**config.mk**
```make
export PLATFORM = sky130hd
export DESIGN_NAME = adpcm
export DESIGN_NICKNAME = d
export VERILOG_FILES = /design/src/rtl/adpcm.sv
export SDC_FILE = /design/constraint.sdc
export NUM_CORES = 1
export LEC_CHECK = 0
export ABC_AREA = 1
export CORE_MARGIN = 2
export CORE_UTILIZATION = 25
export DETAILED_ROUTE_END_ITERATION = 8
export DONT_BUFFER_PORTS = 1
export PLACE_DENSITY = 0.45
export SLEW_MARGIN = 15
export SYNTH_ARGS = -nofsm -noshare
export SYNTH_HDL_FRONTEND = slang
export SYNTH_SLANG_ARGS = --single-unit
```
**constraint.sdc**
```tcl
create_clock -name clk -period 13.3 [get_ports clk]
set_clock_uncertainty 0.05 [all_clocks]
set_input_delay 0.665 -clock clk [delete_from_list [all_inputs] [get_ports clk]]
set_output_delay 0.665 -clock clk [all_outputs]
set_load 0.02 [all_outputs]
```
**src/rtl/adpcm.sv**
```systemverilog
// ---------------------------------------------------------------------------
// adpcm -- IMA ADPCM encoder/decoder sharing one predictor and step index.
//
// Ports:
//   clk       in   1   rising-edge clock
//   rstn      in   1   asynchronous active-low reset
//   enable    in   1   codec enable; low clears predictor/index, ignores req
//   sel_rx    in   1   0 = encode (rx_pcm -> tx_adpcm), 1 = decode (rx_adpcm)
//   req       in   1   toggle request; each level change is one conversion
//   ack       out  1   one-cycle completion pulse, outputs valid while high
//   rx_pcm    in  16   signed PCM sample to encode
//   tx_adpcm  out  4   IMA code {sign, magnitude[2:0]}
//   rx_adpcm  in   4   IMA code to decode
//   tx_pcm    out 16   signed reconstructed sample (the new predictor)
//
// Handshake: a request is any level change of req seen while enable is high.
// The conversion is committed on the edge that detects it and ack is high for
// exactly the next cycle with tx_adpcm/tx_pcm already updated. Toggles on
// consecutive cycles each produce their own conversion and ack pulse.
//
// Build option: define ADPCM_REQ_SYNC_EN to pass req through a two-flop
// synchronizer ahead of the edge detector (req toggle to ack becomes 3 clocks).
// ---------------------------------------------------------------------------
module adpcm (
    input  logic               clk,
    input  logic               rstn,
    input  logic               enable,
    input  logic               sel_rx,
    input  logic               req,
    output logic               ack,
    input  logic signed [15:0] rx_pcm,
    output logic        [3:0]  tx_adpcm,
    input  logic        [3:0]  rx_adpcm,
    output logic        [15:0] tx_pcm
);

    localparam logic [14:0] STEP_INIT = 15'd7;

    // Standard 89-entry IMA step table.
    function automatic logic [14:0] step_lut(input logic [6:0] i);
        case (i)
            7'd0:  step_lut = 15'd7;     7'd1:  step_lut = 15'd8;
            7'd2:  step_lut = 15'd9;     7'd3:  step_lut = 15'd10;
            7'd4:  step_lut = 15'd11;    7'd5:  step_lut = 15'd12;
            7'd6:  step_lut = 15'd13;    7'd7:  step_lut = 15'd14;
            7'd8:  step_lut = 15'd16;    7'd9:  step_lut = 15'd17;
            7'd10: step_lut = 15'd19;    7'd11: step_lut = 15'd21;
            7'd12: step_lut = 15'd23;    7'd13: step_lut = 15'd25;
            7'd14: step_lut = 15'd28;    7'd15: step_lut = 15'd31;
            7'd16: step_lut = 15'd34;    7'd17: step_lut = 15'd37;
            7'd18: step_lut = 15'd41;    7'd19: step_lut = 15'd45;
            7'd20: step_lut = 15'd50;    7'd21: step_lut = 15'd55;
            7'd22: step_lut = 15'd60;    7'd23: step_lut = 15'd66;
            7'd24: step_lut = 15'd73;    7'd25: step_lut = 15'd80;
            7'd26: step_lut = 15'd88;    7'd27: step_lut = 15'd97;
            7'd28: step_lut = 15'd107;   7'd29: step_lut = 15'd118;
            7'd30: step_lut = 15'd130;   7'd31: step_lut = 15'd143;
            7'd32: step_lut = 15'd157;   7'd33: step_lut = 15'd173;
            7'd34: step_lut = 15'd190;   7'd35: step_lut = 15'd209;
            7'd36: step_lut = 15'd230;   7'd37: step_lut = 15'd253;
            7'd38: step_lut = 15'd279;   7'd39: step_lut = 15'd307;
            7'd40: step_lut = 15'd337;   7'd41: step_lut = 15'd371;
            7'd42: step_lut = 15'd408;   7'd43: step_lut = 15'd449;
            7'd44: step_lut = 15'd494;   7'd45: step_lut = 15'd544;
            7'd46: step_lut = 15'd598;   7'd47: step_lut = 15'd658;
            7'd48: step_lut = 15'd724;   7'd49: step_lut = 15'd796;
            7'd50: step_lut = 15'd876;   7'd51: step_lut = 15'd963;
            7'd52: step_lut = 15'd1060;  7'd53: step_lut = 15'd1166;
            7'd54: step_lut = 15'd1282;  7'd55: step_lut = 15'd1411;
            7'd56: step_lut = 15'd1552;  7'd57: step_lut = 15'd1707;
            7'd58: step_lut = 15'd1878;  7'd59: step_lut = 15'd2066;
            7'd60: step_lut = 15'd2272;  7'd61: step_lut = 15'd2499;
            7'd62: step_lut = 15'd2749;  7'd63: step_lut = 15'd3024;
            7'd64: step_lut = 15'd3327;  7'd65: step_lut = 15'd3660;
            7'd66: step_lut = 15'd4026;  7'd67: step_lut = 15'd4428;
            7'd68: step_lut = 15'd4871;  7'd69: step_lut = 15'd5358;
            7'd70: step_lut = 15'd5894;  7'd71: step_lut = 15'd6484;
            7'd72: step_lut = 15'd7132;  7'd73: step_lut = 15'd7845;
            7'd74: step_lut = 15'd8630;  7'd75: step_lut = 15'd9493;
            7'd76: step_lut = 15'd10442; 7'd77: step_lut = 15'd11487;
            7'd78: step_lut = 15'd12635; 7'd79: step_lut = 15'd13899;
            7'd80: step_lut = 15'd15289; 7'd81: step_lut = 15'd16818;
            7'd82: step_lut = 15'd18500; 7'd83: step_lut = 15'd20350;
            7'd84: step_lut = 15'd22385; 7'd85: step_lut = 15'd24623;
            7'd86: step_lut = 15'd27086; 7'd87: step_lut = 15'd29794;
            default: step_lut = 15'd32767;
        endcase
    endfunction

    // Index adjustment keyed by the 3-bit magnitude of the code.
    function automatic logic signed [7:0] idx_adj(input logic [2:0] d);
        case (d)
            3'd4:    idx_adj = 8'sd2;
            3'd5:    idx_adj = 8'sd4;
            3'd6:    idx_adj = 8'sd6;
            3'd7:    idx_adj = 8'sd8;
            default: idx_adj = -8'sd1;
        endcase
    endfunction

    // ------------------------------------------------------------------
    // Request detection
    // ------------------------------------------------------------------
    logic req_q;
    logic req_src;
    logic req_hit;

`ifdef ADPCM_REQ_SYNC_EN
    logic req_s1;
    logic req_s2;

    always_ff @(posedge clk or negedge rstn) begin
        if (!rstn) begin
            req_s1 <= 1'b0;
            req_s2 <= 1'b0;
        end else begin
            req_s1 <= req;
            req_s2 <= req_s1;
        end
    end

    assign req_src = req_s2;
`else
    assign req_src = req;
`endif

    assign req_hit = enable && (req_src != req_q);

    // ------------------------------------------------------------------
    // Datapath
    // ------------------------------------------------------------------
    logic signed [15:0] predict;
    logic        [6:0]  idx;
    // Registered alongside idx so it always equals step_lut(idx) without a
    // second table lookup in the datapath.
    logic        [14:0] step;

    logic        [16:0] step_w;
    logic signed [16:0] diff;
    logic        [16:0] mag;
    logic        [16:0] rem1;
    logic        [16:0] rem2;
    logic               b2;
    logic               b1;
    logic               b0;
    logic        [3:0]  code;
    logic        [2:0]  delta;
    logic        [16:0] sigma;
    logic signed [18:0] pred_sum;
    logic signed [15:0] predict_nxt;
    logic signed [7:0]  idx_sum;
    logic        [6:0]  clamp_idx;
    logic        [14:0] nst_step;

    assign step_w = {2'b00, step};
    assign diff   = $signed({rx_pcm[15], rx_pcm}) - $signed({predict[15], predict});
    assign mag    = diff[16] ? -diff : diff;

    // Successive approximation of |diff| against step, step/2, step/4.
    assign b2   = (mag >= step_w);
    assign rem1 = b2 ? (mag - step_w) : mag;
    assign b1   = (rem1 >= (step_w >> 1));
    assign rem2 = b1 ? (rem1 - (step_w >> 1)) : rem1;
    assign b0   = (rem2 >= (step_w >> 2));

    // Both modes reconstruct through the same path; only the code source differs.
    assign code  = sel_rx ? rx_adpcm : {diff[16], b2, b1, b0};
    assign delta = code[2:0];

    assign sigma = (step_w >> 3)
                 + (delta[2] ? step_w        : 17'd0)
                 + (delta[1] ? (step_w >> 1) : 17'd0)
                 + (delta[0] ? (step_w >> 2) : 17'd0);

    assign pred_sum = code[3]
                    ? ($signed({{3{predict[15]}}, predict}) - $signed({2'b00, sigma}))
                    : ($signed({{3{predict[15]}}, predict}) + $signed({2'b00, sigma}));

    always_comb begin
        predict_nxt = pred_sum[15:0];
        if (pred_sum > 19'sd32767) begin
            predict_nxt = 16'sh7fff;
        end else if (pred_sum < -19'sd32768) begin
            predict_nxt = 16'sh8000;
        end
    end

    assign idx_sum = $signed({1'b0, idx}) + idx_adj(delta);

    always_comb begin
        clamp_idx = idx_sum[6:0];
        if (idx_sum < 8'sd0) begin
            clamp_idx = 7'd0;
        end else if (idx_sum > 8'sd88) begin
            clamp_idx = 7'd88;
        end
    end

    assign nst_step = step_lut(clamp_idx);

    // ------------------------------------------------------------------
    // State
    // ------------------------------------------------------------------
    always_ff @(posedge clk or negedge rstn) begin
        if (!rstn) begin
            req_q    <= 1'b0;
            predict  <= '0;
            idx      <= '0;
            step     <= STEP_INIT;
            tx_adpcm <= '0;
            tx_pcm   <= '0;
            ack      <= 1'b0;
        end else begin
            // req_q tracks req even while disabled, so re-enabling never
            // turns a stale level difference into a request.
            req_q <= req_src;
            ack   <= 1'b0;
            if (!enable) begin
                predict <= '0;
                idx     <= '0;
                step    <= STEP_INIT;
            end else if (req_hit) begin
                predict  <= predict_nxt;
                idx      <= clamp_idx;
                step     <= nst_step;
                tx_adpcm <= code;
                tx_pcm   <= predict_nxt;
                ack      <= 1'b1;
            end
        end
    end

endmodule

```
* Word-level counts from Yosys, hierarchy flattened
Memories as Yosys holds them, arrays and structs flattened.
Index checks and enable logic that the tools add are counted.
** Storage, ports and cells
- Flip-flop bits (word level) :: 60
- Latch bits :: 0
- Memory bits (writable) :: 0
- Bits in read-only memories :: 1920
- Input bits :: 25
- Memories :: 1
** Memories
- (name not given) :: depth 128, width 15, rd ports 1, clocked after Yosys merged registers in 0, write ports 0, line 41 : case (i)
** Operators by class
- Add/subtract/negate cells :: 10
- $mul :: 0
- Divide/modulo/power cells :: 0
- $lt $le $gt $ge :: 7
- Eq/ne operators :: 6
- Shift-type cells :: 0
- Multiplexer cells :: 21
- Bitwise logic cells :: 0
- Reduce and logical (&&, ||, !) cells :: 2
** Operator list (count)
- $mux 16 :: 4
- $mux 17 :: 3
- $mux 15 :: 3
- $pmux 8 s4 :: 1
- $mux 7 :: 4
- $add 16x18->19 :: 1
- $gt 19x16->1 const B :: 1
- $lt 19x16->1 const B :: 1
- $mux 19 :: 1
- $sub 16x18->19 :: 1
- $add 16x14->17 :: 1
- $add 17x13->17 :: 1
- $ge 17x13->1 :: 1
- $ge 17x14->1 :: 1
- $ge 17x15->1 :: 1
- $neg 17->17 :: 1
- $sub 16x16->17 :: 1
- $sub 17x14->17 :: 1
- $sub 17x15->17 :: 1
- $add 12x15->16 :: 1
- $mux 14 :: 1
- $mux 13 :: 1
- $eq 3x3->1 const B :: 4
- $add 8x8->8 :: 1
- other kinds (8) :: 9

* Logic depth before layout (Yosys ltp)
Gate-level depths: netlist of the first run.
- Depth in word-level cells :: 20
- Depth in mapped cells :: 90

* Worst setup path before layout of the first run
OpenSTA, ideal clock, no wires.
- Path type :: input -> register
- Start :: input port rx_pcm[0]
- End :: register predict[4]
- Data arrival time :: 12.267 ns
- Required time :: 13.179 ns
- Slack :: 0.912 ns
- Cell stages on the path :: 83
- Path buffers :: 5
- Cell sequence :: inv_1 -> ha_1 -> fa_1 -> inv_1 -> nand2_2 -> nand2_2 -> nand3_1 -> nand2_1 -> nand3_1 -> nand2_1 -> nand2_1 -> nand2_2 -> clkbuf_1 -> nor2_1 -> xor2_1 -> inv_1 -> ha_1 -> a21oi_1 -> [47 not listed] -> nand2_1 -> xor2_1 -> inv_1 -> ha_1 -> a21oi_1 -> o21ai_0 -> a21oi_1 -> nand2_1 -> a21oi_1 -> nor2_1 -> nor2_1 -> xor2_1 -> xor2_2 -> inv_1 -> nand2_2 -> buf_4 -> nand3b_1 -> nand3_1
** On the way
- Longest elaborated chain between the ends :: 18
- Elaborated cells between the ends (all ways) :: 26
** RTL lines
- from (decl) :: line 31 : input logic signed [15:0] rx_pcm,
- $sub 16x16->17 (*) :: line 156 : assign diff = $signed({rx_pcm[15], rx_pcm}) - $signed({predict[15], predict});
- $neg 17->17 :: line 157 : assign mag = diff[16] ? -diff : diff;
- $mux 17 :: line 157
- $sub 17x15->17 or $ge 17x15->1 (tied branches) :: line 161, 160
- $mux 17 :: line 161 : assign rem1 = b2 ? (mag - step_w) : mag;
- $sub 17x14->17 or $ge 17x14->1 (tied branches) :: line 163, 162
- $mux 17 :: line 163 : assign rem2 = b1 ? (rem1 - (step_w >> 1)) : rem1;
- $ge 17x13->1 :: line 164 : assign b0 = (rem2 >= (step_w >> 2));
- [2 not listed]
- $add 17x13->17 :: line 173 : + (delta[0] ? (step_w >> 2) : 17'd0);
- $add 16x18->19 or $sub 16x18->19 (tied branches) :: line 177, 176
- $mux 19 (*) :: line 176 : ? ($signed({{3{predict[15]}}, predict}) - $signed({2'b00, sigma}))
- $lt 19x16->1 :: line 183 : end else if (pred_sum < -19'sd32768) begin
- $mux 16 :: line 183
- $mux 16 (*) :: line 181 : if (pred_sum > 19'sd32767) begin
- $mux 16 (*) :: line 222 : end else if (req_hit) begin
- $mux 16 (*) :: line 218 : if (!enable) begin
- to (signal assigned) :: line 223 : predict <= predict_nxt;
- to (decl) :: line 132 : logic signed [15:0] predict;
Mark *: on every way between the ends. The rest lies on a longest branch, timed or not. The select of a mux whose other input is x is not followed.
A chain may end at the register's enable or synchronous reset.

* Final worst setup path of the first run
- Start :: register predict[0]
- End :: register predict[3]
** On the way
- Longest elaborated chain between the ends :: 18
- Elaborated cells between the ends (all ways) :: 26
** RTL lines (line)
- $sub 16x16->17 :: 156
- $neg 17->17 :: 157
- $mux 17 :: 157
- $sub 17x15->17 or $ge 17x15->1 (tied branches) :: 161, 160
- $mux 17 :: 161
- $sub 17x14->17 or $ge 17x14->1 (tied branches) :: 163, 162
- $mux 17 :: 163
- $ge 17x13->1 :: 164
- [2 not listed]
- $add 17x13->17 :: 173
- $add 16x18->19 or $sub 16x18->19 (tied branches) :: 177, 176
- $mux 19 (*) :: 176
- $lt 19x16->1 :: 183
- $mux 16 :: 183
- $mux 16 (*) :: 181
- $mux 16 (*) :: 222
- $mux 16 (*) :: 218
Marked as above.

==> results of run 1 <==
[area by class of cell]
type | count | area (sq um)
clock buffers | 10 | 229.0
clock inverters | 5 | 77.57
fillers | 4658 | 29700
inverters | 238 | 898.4
multi-input cells | 1313 | 8456
flip-flops and latches | 60 | 1508
well taps | 539 | 674.4
repair buffers | 60 | 501.7
[layer usage]
metal / global-route usage, % / up-vias / share of wire [%]
met3: 1.758 / 35 / 3.9
li1: - / 5436 / -
met5: 0 / - / 0
met4: 3.958 / 0 / 1.5
met1: 24.56 / 5281 / 47
met2: 30.77 / 252 / 47
[sequential cells by signal, summed over array words and instances (netlist names)]
register  cells
step         15
ack           1
idx           7
predict      16
tx_adpcm      4
req_q         1
tx_pcm       16
[synthesized netlist by cell type, types with 3 or more instances]
cell / number / share of area, %
o2111ai_1: 3 / 0.25
xor2_1: 56 / 4.6
ha_1: 125 / 15
nor3_1: 12 / 0.56
dfstp_2: 3 / 0.74
nand2_4: 5 / 0.53
o21ai_0: 77 / 3.6
buf_4: 5 / 0.35
a21o_1: 4 / 0.28
nand3_1: 144 / 6.8
fa_1: 30 / 5.6
nor2_2: 4 / 0.23
a21oi_1: 105 / 4.9
inv_1: 225 / 7.9
clkbuf_1: 14 / 0.49
nand2_2: 13 / 0.76
xnor2_1: 33 / 2.7
nand3b_1: 20 / 1.4
or2_2: 8 / 0.47
o21bai_1: 9 / 0.63
buf_2: 11 / 0.52
nand4_1: 13 / 0.76
nor2_4: 5 / 0.53
o211ai_1: 12 / 0.85
buf_6: 4 / 0.42
a31oi_1: 11 / 0.65
nand2_1: 429 / 15
nor2_1: 127 / 4.5
a21oi_2: 3 / 0.25
inv_2: 10 / 0.35
nand3_2: 7 / 0.66
o21ai_1: 22 / 1.0
o31ai_1: 4 / 0.28
dfrtp_1: 57 / 13
nor4_1: 4 / 0.23
[per-stage QoR]
step | cell area (sq um) | hold slack [ns] | setup slack [ns] | util [%] | std cells
after floorplan | 10650 | 0.3194 | 0.9119 | - | 1644
after global placement | 11400 | 0.3214 | -0.1688 | 27.12 | 2182
after detailed placement | 11400 | 0.3220 | -0.3143 | 27.12 | 2182
after CTS | 11740 | 0.1035 | 0.1001 | 27.91 | 2198
after global routing | 12340 | 0.1087 | -0.08435 | 29.36 | 2225
final | 12340 | 0.1195 | 0.9073 | 29.36 | 2225
[cells in the final DEF (no fill, tap or decap), types with 10 or more instances in the layout]
master      n
nand2_1   423
inv_1     223
nand3_1   141
nor2_1    124
ha_1      114
a21oi_1    95
o21ai_0    61
dfrtp_1    55
buf_4      55
xor2_1     52
xnor2_1    31
o21ai_1    29
fa_1       27
nand3b_1   20
nand2_2    18
nand4_1    13
o211ai_1   12
a21oi_2    12
inv_2      11
nand3_2    10
a31oi_1    10
[worst max-delay path, delay by kind of cell, from the launching register on]
| kind | cells | cell delay, ns |
|---|---|---|
| DFF | 1 | 0.47 |
| xor gates and xnor gates | 6 | 1.33 |
| buffers and inverters | 7 | 0.59 |
| and+or+nand+nor | 27 | 2.93 |
| adders and majority gates | 10 | 3.25 |
| AOI/OAI and AO/OA | 23 | 3.67 |
[kinds of logic (layout without fill, tap and decap cells)]
kind of cell	Yosys count	after routing	synth area share, %
buffers and inverters	272	313	10.19
adder cells (fa/ha/maj)	155	155	20.32
flip-flops	60	60	14.13
AO/OA/AOI/OAI	266	266	14.05
AND/OR/NAND/NOR	801	802	33.85
XOR/XNOR	90	90	7.469
[path summary, 6_finish.rpt]
kind	start	to	slack (ns)	cells past startpoint
setup / recovery	predict[0]$_DFFE_PN0P_	predict[3]$_DFFE_PN0P_	0.91	73
hold / removal	rstn	step[1]$_DFFE_PN1P_	0.12	0
setup reg to reg	predict[0]$_DFFE_PN0P_	predict[3]$_DFFE_PN0P_	0.91	73
hold reg to reg	idx[6]$_DFFE_PN0P_	idx[6]$_DFFE_PN0P_	0.44	2
max in group asynchronous	rstn	step[10]$_DFFE_PN0P_	12.77	1
min in group clk	req	req_q$_DFF_PN0_	0.30	0
[repair_timing]
item,4_1_cts,5_1_grt
setup endpoints to repair,32,44
hold buffers,1,0
setup buffers,0,26
cloned,0,1
gates resized for setup,2,101
pin swaps,0,38
endpoints found under the hold margin,57,0
==> out/results.txt, run 1 <==
I/O pin count = 46
Largest net degree at the start of global routing = 58
Total CTS buffers = 9
CTS tree = done
Initial Util = 25.34%
Row cnt = 75
Post-Synthesis Cells = 1644
Clock Sinks = 60
Asr flop ratio synth = 100.0%
CORE AREA = 42040 sq um
Crit path capture type = register
Wire per inst = 17.93 microns
CP Max Fanout = 13
Post-synthesis sequential area ratio = 14.13%
Setup-failing EPs final = 0
Synth Area per Inst = 6.481 sq um
Yosys cell types = 57
Clock Path Buffers = 2
Slew headroom = 26.75%
GPL Wtd Cong = 0.9808
Hold crit path type = in -> async
Vias in the first global route = 10630
Syn-to-layout area delta = 15.87%
Post-synth EDFFs = 0
Detailed Routing Iterations Pass 1 = 5
Die Width = 210.4 microns
Final Slew Violations = 0
Max Fclk = 0.08069 GHz
CTS root buf = clkbuf_16
Die Area = 44280 sq um
Max cap viols = 0
Nets@finish = 1862
Initial antenna violation count = 1
Hpwl dp = 31820 microns
Setup_tns = 0 ns
Port Buf Inserts = 0
Die Y = 210.4 microns
Vias = 11000
Vias per inst = 4.946
CTS clk-pin slew, worst paths = 0.05 ns
Cell Area, Synth = 10650 sq um
CP startpoint kind = register
Period utilisation layout = 93.18%
Crit path time final = 12.39 ns
Gr usage total = 18.01%
Ys Warns = 0
CP required = 13.52 ns
#FFs+latches synth = 60
CP max stage cell = fa_2
Synth Net Count = 1824
Fin. Hold Viols = 0
Top_reg_cell synth = dfrtp_1
Antenna diode count = 0
DR iter-0 viols = 958
Most used cell along the critical path = nor2_1
Outcome = complete, no violations
First-pass GRT wire length = 62010 microns
Total gr overflow = 0
Final ANT Viol Nets = 0
Final wirelength = 39900 microns
Clock Latency Late Sink = 0.34 ns
Layout cells sized above 1 = 12.69%
Delay of the slowest critical-path stage = 0.60 ns
Critical Path AT = 12.62 ns
DRC viols = 0
Slew of the pin with the lowest slew margin = 1.098 ns
Worst setup path class = reg -> reg
H-tree levels = 3
Power of run 1 is left out: the tool's default activity adds up to more than one toggle a clock period on the data nets, which glitch-free logic cannot reach.
==> run 2: changes to the inputs <==
- CORE_UTILIZATION: 25 -> 67
- PLACE_DENSITY: 0.45 -> 0.9
==> run 2 against run 1 <==
Critical path depth grew 1; design area decreased by 6.7%; hold slack better by 0.010 ns; non-clock buffer count shrank 39; utilization is 44 points higher; clock-buffer cell count up 2; routed wire length decreased by 11%; register-to-register slack worse by 0.21 ns; worst setup slack lost 0.21 ns; fmax down 1.6%; sequential share of layout area increased by 0.86 points; global-route usage rose by 23 points; critical endpoint is now predict[1]$_DFFE_PN0P_; largest cell class unchanged; highest routed layer unchanged.
==> out/results.txt, run 2 (synthesis results as in run 1) <==
Max Fclk = 0.07936 GHz
Setup_tns = 0 ns
Top Registers = predict: 16 flops, tx_pcm: 16 flops, step: 15 flops
DRC viols = 0
GRT met2 Usage = 65.60%
Total CTS buffers = 9
Die Y = 130.1 microns
DR iter-0 viols = 1318
Clock Latency Late Sink = 0.33 ns
Most common cell after layout, fill and taps aside = nand2_1
Row cnt = 46
Placed Area = 10790 sq um
Worst setup path class = in -> reg
Vias = 11520
Hold crit path type = in -> async
Most frequent cells in the layout = nand2_1, inv_1, nand3_1, nor2_1, ha_1
Hpwl dp = 26960 microns
Layout cells sized above 1 = 9.218%
Final ANT Viol Nets = 0
H-tree levels = 3
Outcome = complete, no violations
GR peak layer = met2
Critical Path AT = 12.81 ns
Port Buf Inserts = 0
Clock Path Buffers = 2
Final worst slack = 0.6999 ns
Fin. Hold Viols = 0
Die Area = 16930 sq um
Initial Util = 67.81%
Gr usage total = 40.83%
I/O pin count = 46
Initial antenna violation count = 0
Period utilisation layout = 94.74%
CTS tree = done
CP required = 13.51 ns
Met1 Use GR = 52.88%
Clock Sinks = 60
CP Buf/Inv Count = 10
Max cap viols = 0
Setup-failing EPs final = 0
Syn-to-layout area delta = 8.138%
Finished Cell Area = 11520 sq um
CTS root buf = clkbuf_16
First-pass GRT wire length = 53870 microns
CP startpoint kind = input port
Delay of the slowest critical-path stage = 0.55 ns
GPL Wtd Cong = 0.9869
Total gr overflow = 0
Largest net degree at the start of global routing = 58
M3 GR Usage = 7.380%
Crit path time final = 12.60 ns
CORE AREA = 15710 sq um
Detailed Routing Iterations Pass 1 = 6
Cell family with most CP delay = simple AND/OR/NAND/NOR gates
CP max stage cell = fa_1
Crit path capture type = register
Slew of the pin with the lowest slew margin = 1.074 ns
Vias per inst = 6.177
CTS clk-pin slew, worst paths = 0.05 ns
Wire per inst = 19.01 microns
Antenna diode count = 0
Slew headroom = 28.34%
Die Width = 130.1 microns
Vias in the first global route = 10540
Dpl ws = -0.2446 ns
Most used cell along the critical path = nand2_1
Final wirelength = 35460 microns
Nets@finish = 1824
CP Max Fanout = 9
Final Slew Violations = 0
## run 2: cell count changes in the layout (fill, tap and decap cells not counted), moves of 3 or more
| cell | before | now |
|---|---|---|
| o21ai_0 | 61 | 67 |
| o21ai_2 | 8 | 4 |
| buf_4 | 55 | 18 |
| a21oi_2 | 12 | 7 |
| nand2_2 | 18 | 15 |
| ha_1 | 114 | 120 |
| nand2_1 | 423 | 427 |
| a21oi_1 | 95 | 100 |
| ha_2 | 6 | 2 |
## run 2: area by class of cell
type	instances	area, sq um
Multi-Input combinational cell	1314	8351
Fill cell	1281	4192
Sequential cell	60	1506
Inverter	238	895.9
Tap cell	216	270.3
Clock buffer	12	256.5
Timing Repair Buffer	21	193.9
Clock inverter	4	47.55
## run 2: worst paths after layout
kind / depth (start not counted) / slack (ns) / startpoint / to
setup / recovery: 74 / 0.70 / rx_pcm[0] / predict[1]$_DFFE_PN0P_
hold / removal: 0 / 0.13 / rstn / step[0]$_DFFE_PN1P_
min in group clk: 0 / 0.31 / req / req_q$_DFF_PN0_
max in group asynchronous: 1 / 12.79 / rstn / predict[0]$_DFFE_PN0P_
hold reg to reg: 2 / 0.44 / idx[4]$_DFFE_PN0P_ / idx[4]$_DFFE_PN0P_
setup reg to reg: 73 / 0.70 / predict[0]$_DFFE_PN0P_ / predict[1]$_DFFE_PN0P_
## run 2: metrics by stage
stage,utilization [%],instances,hold WS [ns]
6_report,73.32,1865,0.1299
3_3_place_gp,68.67,1833,0.3203
2_1_floorplan,-,1644,0.3194
5_1_grt,73.32,1865,0.1220
3_5_place_dp,68.67,1833,0.3201
4_1_cts,70.78,1850,0.1289
## run 2: worst reg2reg max path, delay by kind of cell (launching register included)
kind,cells,cell delay (ns)
compound gates,15,2.19
xor+xnor,6,1.08
fa+ha+maj,10,3.69
buf+inv,9,0.85
flops,1,0.44
simple gates,33,4.24
## run 2: timing repair
item | 4_1_cts | 5_1_grt
hold buffers | 1 | 0
endpoints found under the hold margin | 57 | 0
resized for setup | 0 | 68
setup endpoints to repair | 0 | 35
setup buffers | 0 | 13
## run 2: routing by layer
metal | vias up | share of wire, %
li1 | 5367 | -
met1 | 5250 | 40
met2 | 720 | 45
met3 | 183 | 9.3
met4 | 0 | 6.4
met5 | - | 0
Power of run 2 is left out for the same reason.
==> run 3: changes to the inputs <==
- BUFFER_PORTS_ARGS: not set -> -buffer_cell sky130_fd_sc_hd__buf_2
- CAP_MARGIN: not set -> 0
- CORE_UTILIZATION: 67 -> 65
- DONT_BUFFER_PORTS: 1 -> not set
- RECOVER_POWER: not set -> 100
==> run 3 against run 2 <==
First-iteration DRC count fell by 5.8%; via count rose by 2.0%; utilization rose by 0.57 points; routed wire length barely moved; the flow now finishes with violations (max-capacitance violations, max-slew violations); highest routed layer unchanged; design area rose by 2.3%; clock-buffer cell count fell by 3; fmax fell by 0.58%; non-clock buffer count rose by 58; critical path depth fell by 5; global-route usage fell by 2.0 points; hold slack improved by 0.29 ns; worst setup slack got worse by 0.074 ns.
==> out/results.txt, run 3 (synthesis results as in run 1) <==
CP startpoint kind = input port
Total gr overflow = 0
Hpwl dp = 26980 microns
Gr usage total = 38.87%
DR iter-0 viols = 1241
Placed Area = 11090 sq um
Failing checks = max-capacitance violations, max-slew violations
Crit path time final = 12.67 ns
GPL Wtd Cong = 0.9942
Worst setup path class = in -> reg
Vias in the first global route = 10790
Syn-to-layout area delta = 10.58%
I/O pin count = 46
Initial antenna violation count = 0
Clock Path Buffers = 2
Crit path capture type = register
Row cnt = 46
Total CTS buffers = 9
Wire per inst = 18.46 microns
Finished Cell Area = 11780 sq um
Most used cell along the critical path = nand2_1
Outcome = complete, but fails checks
Hold crit path type = in -> reg
Final Slew Violations = 61
Fin util = 73.90%
Max cap viols = 1
Port Buf Inserts = 45
Slew headroom = -120.1%
CTS tree = done
Vias per inst = 6.108
CTS clk-pin slew, worst paths = 0.06 ns
CORE AREA = 15940 sq um
Final wirelength = 35490 microns
First-pass GRT wire length = 54700 microns
CP Max Fanout = 13
CP required = 13.45 ns
Initial Util = 66.83%
CTS root buf = clkbuf_16
Top Registers = predict: 16 flops, tx_pcm: 16 flops, step: 15 flops
Die Width = 132.0 microns
Max Fclk = 0.07890 GHz
Die Area = 17430 sq um
Largest net degree at the start of global routing = 61
Clock Latency Late Sink = 0.34 ns
Fin cells = 1923
Vias = 11750
Critical Path AT = 12.83 ns
Clock Sinks = 60
Most common cell after layout, fill and taps aside = nand2_1
Nets@finish = 1882
Setup-failing EPs final = 0
Antenna diode count = 0
H-tree levels = 3
Cells after DPL = 1888
Fin. Hold Viols = 0
CP max stage cell = xor2_1
Final ANT Viol Nets = 0
Detailed Routing Iterations Pass 1 = 6
Most frequent cells in the layout = nand2_1, inv_1, nand3_1, nor2_1, ha_1
Slew of the pin with the lowest slew margin = 3.301 ns
Delay of the slowest critical-path stage = 0.57 ns
Layout cells sized above 1 = 11.01%
Period utilisation layout = 95.29%
Die Y = 132.0 microns
Final hold slack = 0.4215 ns
DRC viols = 0
run 3: cell types whose count changed in the layout (fill, tap and decap cells not counted), moves of 3 or more:
cell      before  now
buf_2          0   23
buf_4         18   30
clkbuf_1       1   24
clkinv_4       0    3
nand2_2       15   12
nor3_1        10    7
o21ai_0       67   63
o21ai_2        4    7
run 3: repair_timing:
| action | CTS | global route |
|---|---|---|
| resized for setup | 6 | 66 |
| setup endpoints to repair | 30 | 39 |
| setup buffers | 1 | 16 |
| endpoints found under the hold margin | 0 | 0 |
| pin swaps | 1 | 17 |
| cloned | 0 | 2 |
| hold buffers | 0 | 0 |
run 3: area by class of cell:
cell class	instances	area (sq um)
Inverter	238	895.9
Fill cell	1357	4161
Multi-Input combinational cell	1314	8352
Clock inverter	7	75.07
Timing Repair Buffer	79	457.9
Clock buffer	9	225.2
Sequential cell	60	1505
Tap cell	216	270.3
run 3: metal layers:
layer  GRT usage [%]  vias to the layer above  routed length, microns
li1                -                     5492                       -
met1           52.25                     5418                   14490
met2           62.50                      679                   15810
met3           5.805                      156                    3272
met4           16.55                        0                    1916
met5               0                        -                       0
run 3: critical path: cells and delay by family:
family / cells / cell delay (ns)
AO/OA/AOI/OAI: 14 / 2.83
XOR/XNOR: 5 / 1.33
adder cells (fa/ha/maj): 9 / 3.13
buffers and inverters: 9 / 0.96
AND/OR/NAND/NOR: 32 / 3.88
run 3: worst paths after layout:
check	cells after the start	startpoint	to	slack (ns)
min in group asynchronous	2	rstn	tx_adpcm[2]$_DFFE_PN0P_	1.49
setup reg to reg	67	predict[0]$_DFFE_PN0P_	predict[5]$_DFFE_PN0P_	0.73
hold / removal	1	req	req_q$_DFF_PN0_	0.42
hold reg to reg	2	tx_adpcm[2]$_DFFE_PN0P_	tx_adpcm[2]$_DFFE_PN0P_	0.43
max in group asynchronous	2	rstn	idx[6]$_DFFE_PN0P_	9.86
setup / recovery	69	rx_pcm[0]	predict[5]$_DFFE_PN0P_	0.63
run 3: stage by stage:
step           TNS (ns)  setup slack [ns]
2_1_floorplan         0            0.9119
3_3_place_gp     -1.130          -0.04515
3_5_place_dp     -16.98           -0.6038
4_1_cts               0           0.06314
5_1_grt          -5.593           -0.2524
6_report              0            0.6261
Power of run 3 is left out for the same reason.
